## src/rtl/midi_pkg.sv

```systemverilog
// -----------------------------------------------------------------------------
// midi_pkg
//   Shared types and helpers for the MIDI learn controller.
//   - midi_msg_t    : one channel message {status, d1, d2, len}
//                     len is the total byte count on the wire (2 or 3).
//   - CC, PC        : status nibbles for Control Change / Program Change.
//   - midi_data_len : number of data bytes that follow a channel status.
// -----------------------------------------------------------------------------
package midi_pkg;

  localparam logic [7:0] CC = 8'hB0;
  localparam logic [7:0] PC = 8'hC0;

  typedef struct packed {
    logic [7:0] status;
    logic [7:0] d1;
    logic [7:0] d2;
    logic [1:0] len;
  } midi_msg_t;

  // Program Change (0xC_) and Channel Pressure (0xD_) carry a single data
  // byte; every other channel message carries two.
  function automatic logic [1:0] midi_data_len(input logic [7:0] status);
    if (status[7:4] == PC[7:4] || status[7:4] == 4'hD) begin
      return 2'd1;
    end
    return 2'd2;
  endfunction

endpackage

```

## src/rtl/midi_learn_ctrl_if.sv

```systemverilog
// -----------------------------------------------------------------------------
// midi_learn_ctrl_if
//   Bundles the controller's functional signals.
//   btn_press : one-cycle press pulses from the debounce instances
//   midi_rx   : MIDI IN line, asynchronous, idle high
//   midi_tx   : MIDI OUT line, idle high
//   learn_led : high while the learn window is open
//   busy      : high while a TX frame runs or presses are pending
//   rx_state  : receiver FSM state (debug)
//   tx_state  : transmitter FSM state (debug)
//   Modports: master = button/line side, slave = the controller.
// -----------------------------------------------------------------------------
interface midi_learn_ctrl_if #(
  parameter int BTN_CNT = 4
);
  logic [BTN_CNT-1:0] btn_press;
  logic               midi_rx;
  logic               midi_tx;
  logic               learn_led;
  logic               busy;
  logic [1:0]         rx_state;
  logic [0:0]         tx_state;

  modport master (
    output btn_press, midi_rx,
    input  midi_tx, learn_led, busy, rx_state, tx_state
  );

  modport slave (
    input  btn_press, midi_rx,
    output midi_tx, learn_led, busy, rx_state, tx_state
  );
endinterface

```

## src/rtl/midi_uart_rx.sv

```systemverilog
// -----------------------------------------------------------------------------
// midi_uart_rx
//   MIDI byte receiver: 2-flop synchroniser, falling-edge start detection,
//   mid-bit sampling, 8 data bits LSB first, stop-bit check.
//   Ports:
//     clk, rst    : clock, asynchronous active-low reset
//     rx          : raw MIDI IN line (idle high)
//     byte_data   : last received byte
//     byte_valid  : one-cycle strobe, byte_data is a good byte
//     state_dbg   : receiver FSM state
//   A byte whose stop bit reads 0 is a framing error and never strobes.
// -----------------------------------------------------------------------------
module midi_uart_rx #(
  parameter int BAUD_DIV = 3200
) (
  input  logic       clk,
  input  logic       rst,
  input  logic       rx,
  output logic [7:0] byte_data,
  output logic       byte_valid,
  output logic [1:0] state_dbg
);

  localparam int DIV_W = (BAUD_DIV > 1) ? $clog2(BAUD_DIV) : 1;
  localparam logic [DIV_W-1:0] HALF_END = DIV_W'(BAUD_DIV / 2 - 1);
  localparam logic [DIV_W-1:0] FULL_END = DIV_W'(BAUD_DIV - 1);

  localparam logic [1:0] RX_IDLE  = 2'd0;
  localparam logic [1:0] RX_START = 2'd1;
  localparam logic [1:0] RX_DATA  = 2'd2;
  localparam logic [1:0] RX_STOP  = 2'd3;

  logic [1:0]       sync_q;
  logic             rx_s;
  logic             rx_prev;
  logic [1:0]       state;
  logic [DIV_W-1:0] div;
  logic [2:0]       bit_cnt;
  logic [7:0]       shift;

  assign rx_s = sync_q[1];

  always_ff @(posedge clk or negedge rst) begin
    if (!rst) begin
      sync_q  <= 2'b11;
      rx_prev <= 1'b1;
      state   <= RX_IDLE;
      div     <= '0;
      bit_cnt <= '0;
      shift   <= '0;
    end else begin
      sync_q  <= {sync_q[0], rx};
      rx_prev <= rx_s;
      case (state)
        RX_IDLE: begin
          // Only a high-to-low transition starts a frame, so a line held
          // low after a framing error does not retrigger.
          if (rx_prev && !rx_s) begin
            state <= RX_START;
            div   <= '0;
          end
        end
        RX_START: begin
          if (div == HALF_END) begin
            div <= '0;
            if (rx_s) begin
              state <= RX_IDLE;          // glitch, not a real start bit
            end else begin
              state   <= RX_DATA;
              bit_cnt <= '0;
            end
          end else begin
            div <= div + 1'b1;
          end
        end
        RX_DATA: begin
          if (div == FULL_END) begin
            div     <= '0;
            shift   <= {rx_s, shift[7:1]};
            bit_cnt <= bit_cnt + 1'b1;
            if (bit_cnt == 3'd7) begin
              state <= RX_STOP;
            end
          end else begin
            div <= div + 1'b1;
          end
        end
        default: begin
          if (div == FULL_END) begin
            div   <= '0;
            state <= RX_IDLE;
          end else begin
            div <= div + 1'b1;
          end
        end
      endcase
    end
  end

  assign byte_data  = shift;
  assign byte_valid = (state == RX_STOP) && (div == FULL_END) && rx_s;
  assign state_dbg  = state;

endmodule

```

## src/rtl/midi_learn_ctrl.sv

```systemverilog
// -----------------------------------------------------------------------------
// midi_learn_ctrl
//   MIDI foot-controller core. Each button slot sends a stored message on
//   MIDI OUT; a message received on MIDI IN opens a learn window, and a
//   press inside that window stores the message into the pressed slot.
//   Ports:
//     clk  : system clock
//     rst  : asynchronous active-low reset
//     bus  : midi_learn_ctrl_if.slave (btn_press, midi_rx in;
//            midi_tx, learn_led, busy, rx_state, tx_state out)
//   Parameters: BTN_CNT slots, BAUD_DIV clocks per bit, LEARN_WIN window
//   length in bit periods, DEF_CC / CHANNEL for unlearned slots
//   (slot i sends CC DEF_CC+i, value 127).
//   Build option: MIDI_TX_RUNNING_STATUS_EN omits the status byte when it
//   equals the status of the previously transmitted message.
//
//   Handshake: the receiver's byte_valid and the button pulses are
//   single-cycle strobes with no ready/back-pressure; the controller always
//   accepts them in the cycle they are high.
// -----------------------------------------------------------------------------
module midi_learn_ctrl
  import midi_pkg::*;
#(
  parameter int BTN_CNT   = 4,
  parameter int BAUD_DIV  = 3200,
  parameter int LEARN_WIN = 30,
  parameter int DEF_CC    = 46,
  parameter int CHANNEL   = 0
) (
  input  logic             clk,
  input  logic             rst,
  midi_learn_ctrl_if.slave bus
);

  localparam int IDX_W = (BTN_CNT > 1) ? $clog2(BTN_CNT) : 1;
  localparam int DIV_W = (BAUD_DIV > 1) ? $clog2(BAUD_DIV) : 1;
  localparam int WIN_W = $clog2(LEARN_WIN + 1);
  localparam logic [DIV_W-1:0] DIV_END    = DIV_W'(BAUD_DIV - 1);
  localparam logic [7:0]       DEF_STATUS = CC | {4'h0, 4'(CHANNEL)};
  localparam logic [7:0]       DEF_BASE   = 8'(DEF_CC);

  localparam logic [0:0] TX_IDLE = 1'b0;
  localparam logic [0:0] TX_SEND = 1'b1;

  // ---------------------------------------------------------------- receiver
  logic [7:0] rx_byte;
  logic       rx_valid;

  midi_uart_rx #(.BAUD_DIV(BAUD_DIV)) u_rx (
    .clk       (clk),
    .rst       (rst),
    .rx        (bus.midi_rx),
    .byte_data (rx_byte),
    .byte_valid(rx_valid),
    .state_dbg (bus.rx_state)
  );

  // ------------------------------------------------------------------ parser
  logic [7:0] run_status;
  logic       has_status;
  logic [1:0] exp_len;
  logic       got_d1;
  logic [7:0] d1_q;
  logic       msg_done;
  midi_msg_t  msg_new;

  // A data byte completes a message when it is the only data byte the
  // status needs, or when it is the second byte of a two-byte message.
  always_comb begin
    msg_done       = 1'b0;
    msg_new.status = run_status;
    msg_new.d1     = d1_q;
    msg_new.d2     = 8'h00;
    msg_new.len    = 2'd2;
    if (rx_valid && !rx_byte[7] && has_status) begin
      if (!got_d1 && exp_len == 2'd1) begin
        msg_done   = 1'b1;
        msg_new.d1 = rx_byte;
      end else if (got_d1) begin
        msg_done    = 1'b1;
        msg_new.d2  = rx_byte;
        msg_new.len = 2'd3;
      end
    end
  end

  always_ff @(posedge clk or negedge rst) begin
    if (!rst) begin
      run_status <= '0;
      has_status <= 1'b0;
      exp_len    <= 2'd2;
      got_d1     <= 1'b0;
      d1_q       <= '0;
    end else if (rx_valid) begin
      if (rx_byte[7:4] == 4'hF) begin
        // 0xF8-0xFF are real-time bytes and leave the parser untouched.
        if (!rx_byte[3]) begin
          has_status <= 1'b0;
          got_d1     <= 1'b0;
        end
      end else if (rx_byte[7]) begin
        run_status <= rx_byte;
        has_status <= 1'b1;
        exp_len    <= midi_data_len(rx_byte);
        got_d1     <= 1'b0;
      end else if (has_status) begin
        if (msg_done) begin
          got_d1 <= 1'b0;              // running status: next data byte restarts
        end else begin
          got_d1 <= 1'b1;
          d1_q   <= rx_byte;
        end
      end
    end
  end

  // ----------------------------------------------------------- learn window
  logic             learn_open;
  logic [WIN_W-1:0] win_cnt;
  logic [DIV_W-1:0] win_div;
  midi_msg_t        capture;
  logic [IDX_W-1:0] learn_idx;
  logic             learn_now;

  always_comb begin
    learn_idx = '0;
    for (int i = BTN_CNT - 1; i >= 0; i--) begin
      if (bus.btn_press[i]) begin
        learn_idx = IDX_W'(i);
      end
    end
  end

  assign learn_now = learn_open && (|bus.btn_press);

  always_ff @(posedge clk or negedge rst) begin
    if (!rst) begin
      learn_open <= 1'b0;
      win_cnt    <= '0;
      win_div    <= '0;
      capture    <= '0;
    end else begin
      if (learn_now) begin
        learn_open <= 1'b0;
      end else if (learn_open) begin
        if (win_div == DIV_END) begin
          win_div <= '0;
          win_cnt <= win_cnt - 1'b1;
          if (win_cnt == WIN_W'(1)) begin
            learn_open <= 1'b0;
          end
        end else begin
          win_div <= win_div + 1'b1;
        end
      end
      // A fresh message always wins: it reopens the window even in the
      // cycle a press closes it.
      if (msg_done) begin
        capture    <= msg_new;
        learn_open <= 1'b1;
        win_cnt    <= WIN_W'(LEARN_WIN);
        win_div    <= '0;
      end
    end
  end

  // -------------------------------------------------------------- slot RAM
  midi_msg_t          slot_msg [BTN_CNT];
  logic [BTN_CNT-1:0] slot_valid;

  always_ff @(posedge clk or negedge rst) begin
    if (!rst) begin
      for (int i = 0; i < BTN_CNT; i++) begin
        slot_msg[i] <= '0;
      end
      slot_valid <= '0;
    end else if (learn_now) begin
      slot_msg[learn_idx]   <= capture;
      slot_valid[learn_idx] <= 1'b1;
    end
  end

  // ------------------------------------------------------ pending / arbiter
  logic [BTN_CNT-1:0] pending;
  logic [IDX_W-1:0]   grant_idx;
  logic               tx_start;
  logic               tx_last_bit;
  logic [0:0]         tx_state;

  always_comb begin
    grant_idx = '0;
    for (int i = BTN_CNT - 1; i >= 0; i--) begin
      if (pending[i]) begin
        grant_idx = IDX_W'(i);
      end
    end
  end

  always_ff @(posedge clk or negedge rst) begin
    if (!rst) begin
      pending <= '0;
    end else begin
      pending <= (pending & ~(tx_start ? (BTN_CNT'(1) << grant_idx) : '0))
               | (learn_open ? '0 : bus.btn_press);
    end
  end

  // ------------------------------------------------------------ frame build
  midi_msg_t        sel_msg;
  logic [2:0][7:0]  frame_bytes;
  logic [1:0]       frame_len;

`ifdef MIDI_TX_RUNNING_STATUS_EN
  logic [7:0] last_status;
`endif

  always_comb begin
    if (slot_valid[grant_idx]) begin
      sel_msg = slot_msg[grant_idx];
    end else begin
      sel_msg.status = DEF_STATUS;
      sel_msg.d1     = DEF_BASE + 8'(grant_idx);
      sel_msg.d2     = 8'h7F;
      sel_msg.len    = 2'd3;
    end
    frame_bytes[0] = sel_msg.status;
    frame_bytes[1] = sel_msg.d1;
    frame_bytes[2] = sel_msg.d2;
    frame_len      = sel_msg.len;
`ifdef MIDI_TX_RUNNING_STATUS_EN
    if (sel_msg.status == last_status) begin
      frame_bytes[0] = sel_msg.d1;
      frame_bytes[1] = sel_msg.d2;
      frame_bytes[2] = 8'h00;
      frame_len      = sel_msg.len - 2'd1;
    end
`endif
  end

  // ------------------------------------------------------------ serialiser
  logic [2:0][7:0]  tx_bytes;
  logic [1:0]       tx_nbytes;
  logic [1:0]       tx_byte_idx;
  logic [3:0]       tx_bit;          // 0 = start, 1..8 = data, 9 = stop
  logic [DIV_W-1:0] tx_div;
  logic             tx_out;

  assign tx_last_bit = (tx_state == TX_SEND) && (tx_div == DIV_END)
                     && (tx_bit == 4'd9) && (tx_byte_idx == tx_nbytes - 2'd1);
  // Back-to-back: the next queued message loads on the stop bit's last cycle.
  assign tx_start = (|pending) && ((tx_state == TX_IDLE) || tx_last_bit);

  always_ff @(posedge clk or negedge rst) begin
    if (!rst) begin
      tx_state    <= TX_IDLE;
      tx_bytes    <= '0;
      tx_nbytes   <= '0;
      tx_byte_idx <= '0;
      tx_bit      <= '0;
      tx_div      <= '0;
      tx_out      <= 1'b1;
    end else if (tx_start) begin
      tx_state    <= TX_SEND;
      tx_bytes    <= frame_bytes;
      tx_nbytes   <= frame_len;
      tx_byte_idx <= '0;
      tx_bit      <= '0;
      tx_div      <= '0;
      tx_out      <= 1'b0;
    end else if (tx_state == TX_SEND) begin
      if (tx_div == DIV_END) begin
        tx_div <= '0;
        if (tx_bit == 4'd9) begin
          if (tx_byte_idx == tx_nbytes - 2'd1) begin
            tx_state <= TX_IDLE;
            tx_out   <= 1'b1;
          end else begin
            tx_byte_idx <= tx_byte_idx + 1'b1;
            tx_bit      <= '0;
            tx_out      <= 1'b0;
          end
        end else begin
          tx_bit <= tx_bit + 1'b1;
          tx_out <= (tx_bit == 4'd8) ? 1'b1 : tx_bytes[tx_byte_idx][tx_bit[2:0]];
        end
      end else begin
        tx_div <= tx_div + 1'b1;
      end
    end
  end

`ifdef MIDI_TX_RUNNING_STATUS_EN
  always_ff @(posedge clk or negedge rst) begin
    if (!rst) begin
      last_status <= '0;
    end else if (tx_start) begin
      last_status <= sel_msg.status;
    end
  end
`endif

  // ---------------------------------------------------------------- outputs
  assign bus.midi_tx   = tx_out;
  assign bus.learn_led = learn_open;
  assign bus.busy      = (|pending) || (tx_state == TX_SEND);
  assign bus.tx_state  = tx_state;

endmodule
```

## src/flat_wrapper.sv

```systemverilog
// flat-port wrapper written by rule: the top's interface ports become plain ports
module midi_learn_ctrl_flat import midi_pkg::*;
#(
  parameter int BTN_CNT   = 4,
  parameter int BAUD_DIV  = 3200,
  parameter int LEARN_WIN = 30,
  parameter int DEF_CC    = 46,
  parameter int CHANNEL   = 0
)
  (clk, rst, bus_btn_press, bus_midi_rx, bus_midi_tx, bus_learn_led, bus_busy, bus_rx_state, bus_tx_state);
  midi_learn_ctrl_if #(.BTN_CNT(BTN_CNT)) bus_i ();
  input  logic clk;
  input  logic rst;
  input wire logic [$bits(bus_i.btn_press)-1:0] bus_btn_press;
  input wire logic [$bits(bus_i.midi_rx)-1:0] bus_midi_rx;
  output wire logic [$bits(bus_i.midi_tx)-1:0] bus_midi_tx;
  output wire logic [$bits(bus_i.learn_led)-1:0] bus_learn_led;
  output wire logic [$bits(bus_i.busy)-1:0] bus_busy;
  output wire logic [$bits(bus_i.rx_state)-1:0] bus_rx_state;
  output wire logic [$bits(bus_i.tx_state)-1:0] bus_tx_state;
  assign bus_i.btn_press = bus_btn_press;
  assign bus_i.midi_rx = bus_midi_rx;
  assign bus_midi_tx = bus_i.midi_tx;
  assign bus_learn_led = bus_i.learn_led;
  assign bus_busy = bus_i.busy;
  assign bus_rx_state = bus_i.rx_state;
  assign bus_tx_state = bus_i.tx_state;
  midi_learn_ctrl #(.BTN_CNT(BTN_CNT), .BAUD_DIV(BAUD_DIV), .LEARN_WIN(LEARN_WIN), .DEF_CC(DEF_CC), .CHANNEL(CHANNEL)) u_core (.clk(clk), .rst(rst), .bus(bus_i));
endmodule
```

## config.mk

```make
export PLATFORM = sky130hd
export DESIGN_NAME = midi_learn_ctrl_flat
export DESIGN_NICKNAME = d
export VERILOG_FILES = /design/src/rtl/midi_pkg.sv /design/src/rtl/midi_learn_ctrl_if.sv /design/src/rtl/midi_uart_rx.sv /design/src/rtl/midi_learn_ctrl.sv /design/src/flat_wrapper.sv
export SDC_FILE = /design/constraint.sdc
export NUM_CORES = 1
export LEC_CHECK = 0
export CORE_MARGIN = 4
export CORE_UTILIZATION = 31
export CTS_CLUSTER_SIZE = 24
export DETAILED_ROUTE_END_ITERATION = 10
export PLACE_DENSITY = 0.59
export SETUP_SLACK_MARGIN = 0.05
export SLEW_MARGIN = 40
export SYNTH_ARGS = -nofsm -noshare
export SYNTH_HDL_FRONTEND = slang
export SYNTH_SLANG_ARGS = --single-unit
```

## constraint.sdc

```tcl
create_clock -name clk -period 2.2 [get_ports clk]
set_input_delay 0.55 -clock clk [delete_from_list [all_inputs] [get_ports clk]]
set_output_delay 0.55 -clock clk [all_outputs]
set_load 0.02 [all_outputs]
```

Yosys cells after proc, flatten, opt, wreduce, memory -nomap -nowiden
Cells that the tools add are included.
{"block": "op_classes", "n_eq_ne": 25, "reduce_logical": 43, "n_mux": 97, "n_shift": 1, "add_sub_neg": 9, "n_lt_le_gt_ge": 8, "n_bitwise": 10}
{"operator": "2-to-1 mux 12 bit", "count": 10}
{"operator": "bitwise mux 104 bit", "count": 1}
{"operator": "2-to-1 mux 26 bit", "count": 4}
{"operator": "binary-select mux 26 bit (select 2 bit)", "count": 1}
{"operator": "demux 26 bit (select 2 bit)", "count": 1}
{"operator": "2-to-1 mux 2 bit", "count": 21}
{"operator": "adder 12 x 1 -> 12 bit, second input constant", "count": 3}
{"operator": "== test 12 bit, second input constant", "count": 3}
{"operator": "2-to-1 mux 1 bit", "count": 33}
{"operator": "2-to-1 mux 4 bit", "count": 7}
{"operator": "one-hot mux 12 bit (2 select lines)", "count": 1}
{"operator": "== test 4 bit, second input constant", "count": 5}
{"operator": "2-to-1 mux 10 bit", "count": 2}
{"operator": "2-to-1 mux 5 bit", "count": 4}
{"operator": "2-to-1 mux 18 bit", "count": 1}
{"operator": "binary-select mux 8 bit (select 2 bit)", "count": 1}
{"operator": "2-to-1 mux 8 bit", "count": 2}
{"operator": "AND reduction 3 bit", "count": 5}
{"operator": "nonzero test 2 bit", "count": 7}
{"operator": "logical AND 1 bit", "count": 13}
{"operator": "== test 12 x 11 -> 1 bit, second input constant", "count": 1}
{"operator": "!= test 2 bit, second input constant", "count": 6}
{"operator": "AND reduction 5 bit", "count": 2}
{"operator": "< comparator 2 x 3 -> 1 bit, second input constant", "count": 3}
{"operator": "36 further kinds", "count": 56}
{"block": "totals", "regBits": 249, "out_inout_bits": 6, "inputBits": 7, "elab_cells": 238}

Longest topological paths before layout
{"block": "depth", "word_depth": 10, "ltp_mapped": 11, "mapped_depth_nobuf": 7}

By module
Synthesis repeated with hierarchy kept, for this count alone.
{"block": "unflattened", "hier_cells": 947, "hier_area_um2": 11431.0}
{"module": "midi_learn_ctrl", "area_each_um2": 10038.4, "cells_per_inst": 819, "seq_area_each_um2": 5532.8, "n_inst": 1}
{"module": "midi_uart_rx", "area_each_um2": 1392.6, "cells_per_inst": 128, "seq_area_each_um2": 704.4, "n_inst": 1}

Least setup slack after synthesis
OpenSTA, ideal clock, no wires.
{"block": "synth_path", "path_type": "reg-to-reg", "startpoint": "reg u_core.tx_bit[1]", "endpoint": "reg u_core.tx_bytes[10] (netlist bit)", "stages_incl_launch_ff": 11, "setup_ps": 135, "path_buffers": 3, "required_ps": 2065, "arrival_time_ps": 2188, "synth_period_minus_slack_ps": 2323, "path_slack_ps": -123, "cell_sequence": "dfrtp_1 clkbuf_1 inv_1 ha_1 inv_1 or2_2 clkbuf_1 o31a_1 buf_2 nor3_1 a2bb2oi_1"}
{"block": "synth_between", "elab_chain_len": 5}
{"item": "from (decl)", "line": "midi_learn_ctrl.sv:244", "rtl": "logic [3:0] tx_bit;"}
{"item": "from (signal assigned)", "line": "midi_learn_ctrl.sv:283", "rtl": "tx_bit <= tx_bit + 1'b1;"}
{"item": "== test 4 bit", "line": "midi_learn_ctrl.sv:249", "rtl": "&& (tx_bit == 4'd9) && (tx_byte_idx == tx_nbytes - 2'd1);"}
{"item": "logical AND 1 bit (2 in a row)", "line": "midi_learn_ctrl.sv:249"}
{"item": "logical OR 1 bit", "line": "midi_learn_ctrl.sv:251", "rtl": "assign tx_start = (|pending) && ((tx_state == TX_IDLE) || tx_last_bit);"}
{"item": "logical AND 1 bit", "line": "midi_learn_ctrl.sv:251"}
{"item": "to (signal assigned)", "line": "midi_learn_ctrl.sv:264", "rtl": "tx_bytes <= frame_bytes;"}
{"item": "to (decl)", "line": "midi_learn_ctrl.sv:241", "rtl": "logic [2:0][7:0] tx_bytes;"}
No other way between the ends.
A chain may end at the register's enable or synchronous reset.

Worst setup path after layout
{"block": "layout_path", "startpoint": "reg u_core.pending[0]", "endpoint": "out bus_busy"}
{"block": "layout_between", "elab_chain_len": 2}
{"item": "from (decl)", "line": "midi_learn_ctrl.sv:184", "rtl": "logic [BTN_CNT-1:0] pending;"}
{"item": "from (signal assigned)", "line": "midi_learn_ctrl.sv:203", "rtl": "pending <= (pending & ~(tx_start ? (BTN_CNT'(1) << grant_idx) : '0))"}
{"item": "OR reduction 4 bit", "line": "midi_learn_ctrl.sv:305", "rtl": "assign bus.busy = (|pending) || (tx_state == TX_SEND);"}
{"item": "logical OR 1 bit", "line": "midi_learn_ctrl.sv:305"}
{"item": "to (decl)", "line": "flat_wrapper.sv:18", "rtl": "output wire logic [$bits(bus_i.busy)-1:0] bus_busy;"}
No other way between the ends.

==> results by group <==
Status
  – Status: finished with violations
  – Failing checks: negative setup slack

Detailed routing
  – Wire length reported by the detailed router: 25,900 um
  – Number of design-rule violations left by the first detailed-router iteration: roughly 420
  – Average via count per standard cell: 5.09
  – Overall via count from detail_route: between 7,000 and 8,000
  – Drt wl/cell: around 17 um
  – Remaining number of nets flagged by the antenna check after routing: 0
  – Residual DRC count: 0
  – Drt pass-1 iters: 4

Synthesis
  – Synthesized flop and latch total: 249
  – Most numerous cell in the Yosys netlist: sky130_fd_sc_hd__dfrtp_1
  – Post-synthesis area per instance: ~12 um2
  – Post-synth top area share: 0.533
  – Proportion of synthesized flip-flops having asynchronous set or reset: 1.00
  – Number of instances in the synthesized netlist: roughly 970
  – Register area share after synthesis: 0.545
  – Most used flip-flop cell after synthesis: sky130_fd_sc_hd__dfrtp_1
  – Number of nets in the synthesized netlist: a little under 1,000
  – Cell types occupying the most area after synthesis: sky130_fd_sc_hd__dfrtp_1 (53%), sky130_fd_sc_hd__mux2_2 (12%), sky130_fd_sc_hd__mux4_2 (5.5%)
  – Number of warnings reported in the yosys synthesis log: 0
  – Distinct cell type count of the synthesized netlist: between 60 and 70
  – Synth area leader: sky130_fd_sc_hd__dfrtp_1
  – Leading post-synthesis cells by instance count: sky130_fd_sc_hd__dfrtp_1 (244), sky130_fd_sc_hd__mux2_2 (122), sky130_fd_sc_hd__o21ai_0 (85)
  – Cell area after technology mapping: 11,500 um2
  – Number of flops mapped to enable cells by yosys: 0

STA
  – Worst slew pin tran: around 0.55 ns
  – Post-route clock period utilization: 1.04
  – Worst clock skew on the final layout: slightly below 0.007 ns
  – Hold_ws: around 0.36 ns
  – Min setup slack post-route: -0.0940 ns
  – Max-Slew Margin vs Limit: 0.631
  – Final critical path time including I/O delays and setup: approximately 2.3 ns
  – Pins Over Slew Limit: 0
  – Count of final setup violators: 1
  – Final-report hold violation count: 0
  – Fmax achieved: ~440 MHz
  – Summed negative setup slack over all endpoints: -0.0940 ns
  – Setup repair after global routing missed its margin: yes

GRT
  – Global route total overflow: 0
  – Number of global-route vias before repair: a little over 8,000
  – Initial antenna violation count: 0
  – Pin count of the biggest net entering global routing: between 40 and 50
  – Global routing usage summed across all routing layers: 0.129
  – Wire length of the first global-routing pass: around 44,000 um

Floorplanning
  – Die footprint: between 40,000 and 50,000 um2
  – Vertical extent of the die: between 200 and 250 um
  – Width of the chip: 200 um
  – Placeable core area: about 37,000 um2
  – I/O pin count: 13
  – Row count: 70
  – Initial core utilization: 0.314

Worst setup path
  – Data arrival time of the critical path: 1.74 ns
  – Worst path required time: about 1.7 ns
  – Setup crit end kind: primary output
  – Critical path launch point type: flip-flop
  – Critical Setup Path Class: flip-flop to primary output
  – R2R Setup Slk: about 0.070 ns
  – Critical path fanouts, max: 2
  – Logic depth of the worst register-to-register path: 6

CTS
  – CTS Buffer Depth: 3
  – TritonCTS buffer count: 27
  – Sink count of the clock tree: about 250
  – Clock latency reported for the late side of the worst-skew pair: approximately 0.53 ns
  – Root buffer selected by CTS: sky130_fd_sc_hd__clkbuf_16
  – Clock slew at reported path FFs: around 0.060 ns
  – Max H-tree Level: 1
  – TritonCTS clock tree: built

Power and ir drop
  – Power Density: about 710 nW/um2
  – Leakage Power: roughly 0.0064 uW
  – Peak ir drop on the vdd network: 0.492 mV

Finish
  – Finished Core Util: 0.385
  – ANT cells: 0
  – Share of final-layout standard cells stronger than drive strength 1: 0.320
  – Filler cell count in the final layout: 3,482
  – Area overhead of the layout relative to synthesis: 22.7%
  – Fin nets: roughly 1,100
  – Final std cell area, no fill: 14,100 um2

Placed design
  – Standard cell area after detailed placement: roughly 13,000 um2
  – IO buf count: 12
  – Final Wtd Congestion: roughly 0.8
  – Post-detailed-placement half-perimeter wirelength: 17,100 um
  – Dpl ws: -0.166 ns

Min path
  – Count of cells along the worst hold path: 0
  – Class of the tightest hold or removal check: flip-flop to flip-flop

Flow run
  – Max-Cap Viols: 0
==> state kept, by name, indices dropped and copies added, names as in the netlist, 5 cells and up <==
register and cells:
u_core.d1_q 7, u_core.slot_msg 104, u_core.win_cnt 5, u_core.u_rx.div 12
u_core.capture 26, u_core.u_rx.byte_data 8, u_core.run_status 8, u_core.tx_bytes 24
u_core.tx_div 12, u_core.win_div 12
==> worst max-delay path, stage by stage (launching register included) <==
cell                      delay, ns
sky130_fd_sc_hd__dfrtp_1       0.38
sky130_fd_sc_hd__or4_4         0.56
sky130_fd_sc_hd__nor2_4        0.11
sky130_fd_sc_hd__inv_2         0.04
sky130_fd_sc_hd__buf_6         0.12
==> metal layers <==
layer / up-vias / GRT usage / routed length [um]
met4: 0 / 0.0241 / 466
met3: 38 / 0.0212 / 909
met2: 104 / 0.216 / 12500
met5: - / 0 / 0
met1: 4026 / 0.178 / 12100
li1: 3688 / - / -
==> cell type report <==
| class | count | area [um2] | share of cell area |
|---|---|---|---|
| flip-flops and latches | 249 | 6240 | 0.444 |
| multi-input cells | 633 | 5070 | 0.361 |
| repair buffers | 113 | 1120 | 0.0800 |
| clock buffers | 38 | 757 | 0.0539 |
| well taps | 468 | 586 | 0.0417 |
| clock inverters | 10 | 159 | 0.0113 |
| inverters | 31 | 116 | 0.00828 |
==> timing repair <==
| action | in CTS | in global routing |
|---|---|---|
| setup endpoints to repair | 60 | 52 |
| hold buffers | 1 | 0 |
| gates cloned | 1 | 1 |
| resized for setup | 28 | 24 |
| endpoints found under the hold margin | 41 | 0 |
| pin swaps | 4 | 9 |
| setup buffers | 2 | 8 |
==> report_power, final <==
group	internal (uW)	total [uW]	switching (uW)
clock network	2860	4660	1810
logic	226	505	279
registers	4660	4740	81.2
total	7750	9910	2170
==> placed cells by master (no fill, tap or decap), types with 8 or more instances in the layout <==
master / count
sky130_fd_sc_hd__nand2_1: 81
sky130_fd_sc_hd__nand3_1: 14
sky130_fd_sc_hd__nor3_1: 15
sky130_fd_sc_hd__xor2_1: 8
sky130_fd_sc_hd__buf_12: 14
sky130_fd_sc_hd__o21ai_0: 81
sky130_fd_sc_hd__mux4_2: 28
sky130_fd_sc_hd__inv_1: 30
sky130_fd_sc_hd__nor2_1: 46
sky130_fd_sc_hd__nand2b_1: 12
sky130_fd_sc_hd__dfrtp_1: 243
sky130_fd_sc_hd__a21oi_1: 33
sky130_fd_sc_hd__or3_1: 11
sky130_fd_sc_hd__a22o_1: 14
sky130_fd_sc_hd__xnor2_1: 8
sky130_fd_sc_hd__a21o_1: 8
sky130_fd_sc_hd__buf_4: 79
sky130_fd_sc_hd__nand4_1: 17
sky130_fd_sc_hd__mux2_2: 119
sky130_fd_sc_hd__clkbuf_16: 28
==> through the flow <==
stage	power [uW]	std cells
3_3_place_gp	5310	1482
5_1_grt	10300	1542
2_1_floorplan	5030	965
4_1_cts	10000	1533
3_5_place_dp	5320	1482
6_report	9910	1542
==> kinds of logic after synthesis <==
family                   Yosys count  synth area share
AND/OR/NAND/NOR                  257             0.115
flip-flops                       249             0.545
AO/OA/AOI/OAI                    193             0.105
multiplexers                     157             0.183
buffers and inverters             83            0.0291
XOR/XNOR                          16            0.0122
adder cells (fa/ha/maj)           10            0.0109
==> path summary, 6_finish.rpt <==
kind                                        from                  endpoint
min in group asynchronous                    rst         u_core.win_div[8]
max                            u_core.pending[0]                  bus_busy
max in group asynchronous                    rst       u_core.tx_bytes[15]
min                        u_core.u_rx.sync_q[0]     u_core.u_rx.sync_q[1]
min reg2reg                u_core.u_rx.sync_q[0]     u_core.u_rx.sync_q[1]
max reg2reg                   u_core.u_rx.div[7]  u_core.u_rx.byte_data[4]
(Power assumes the default switching activity.)
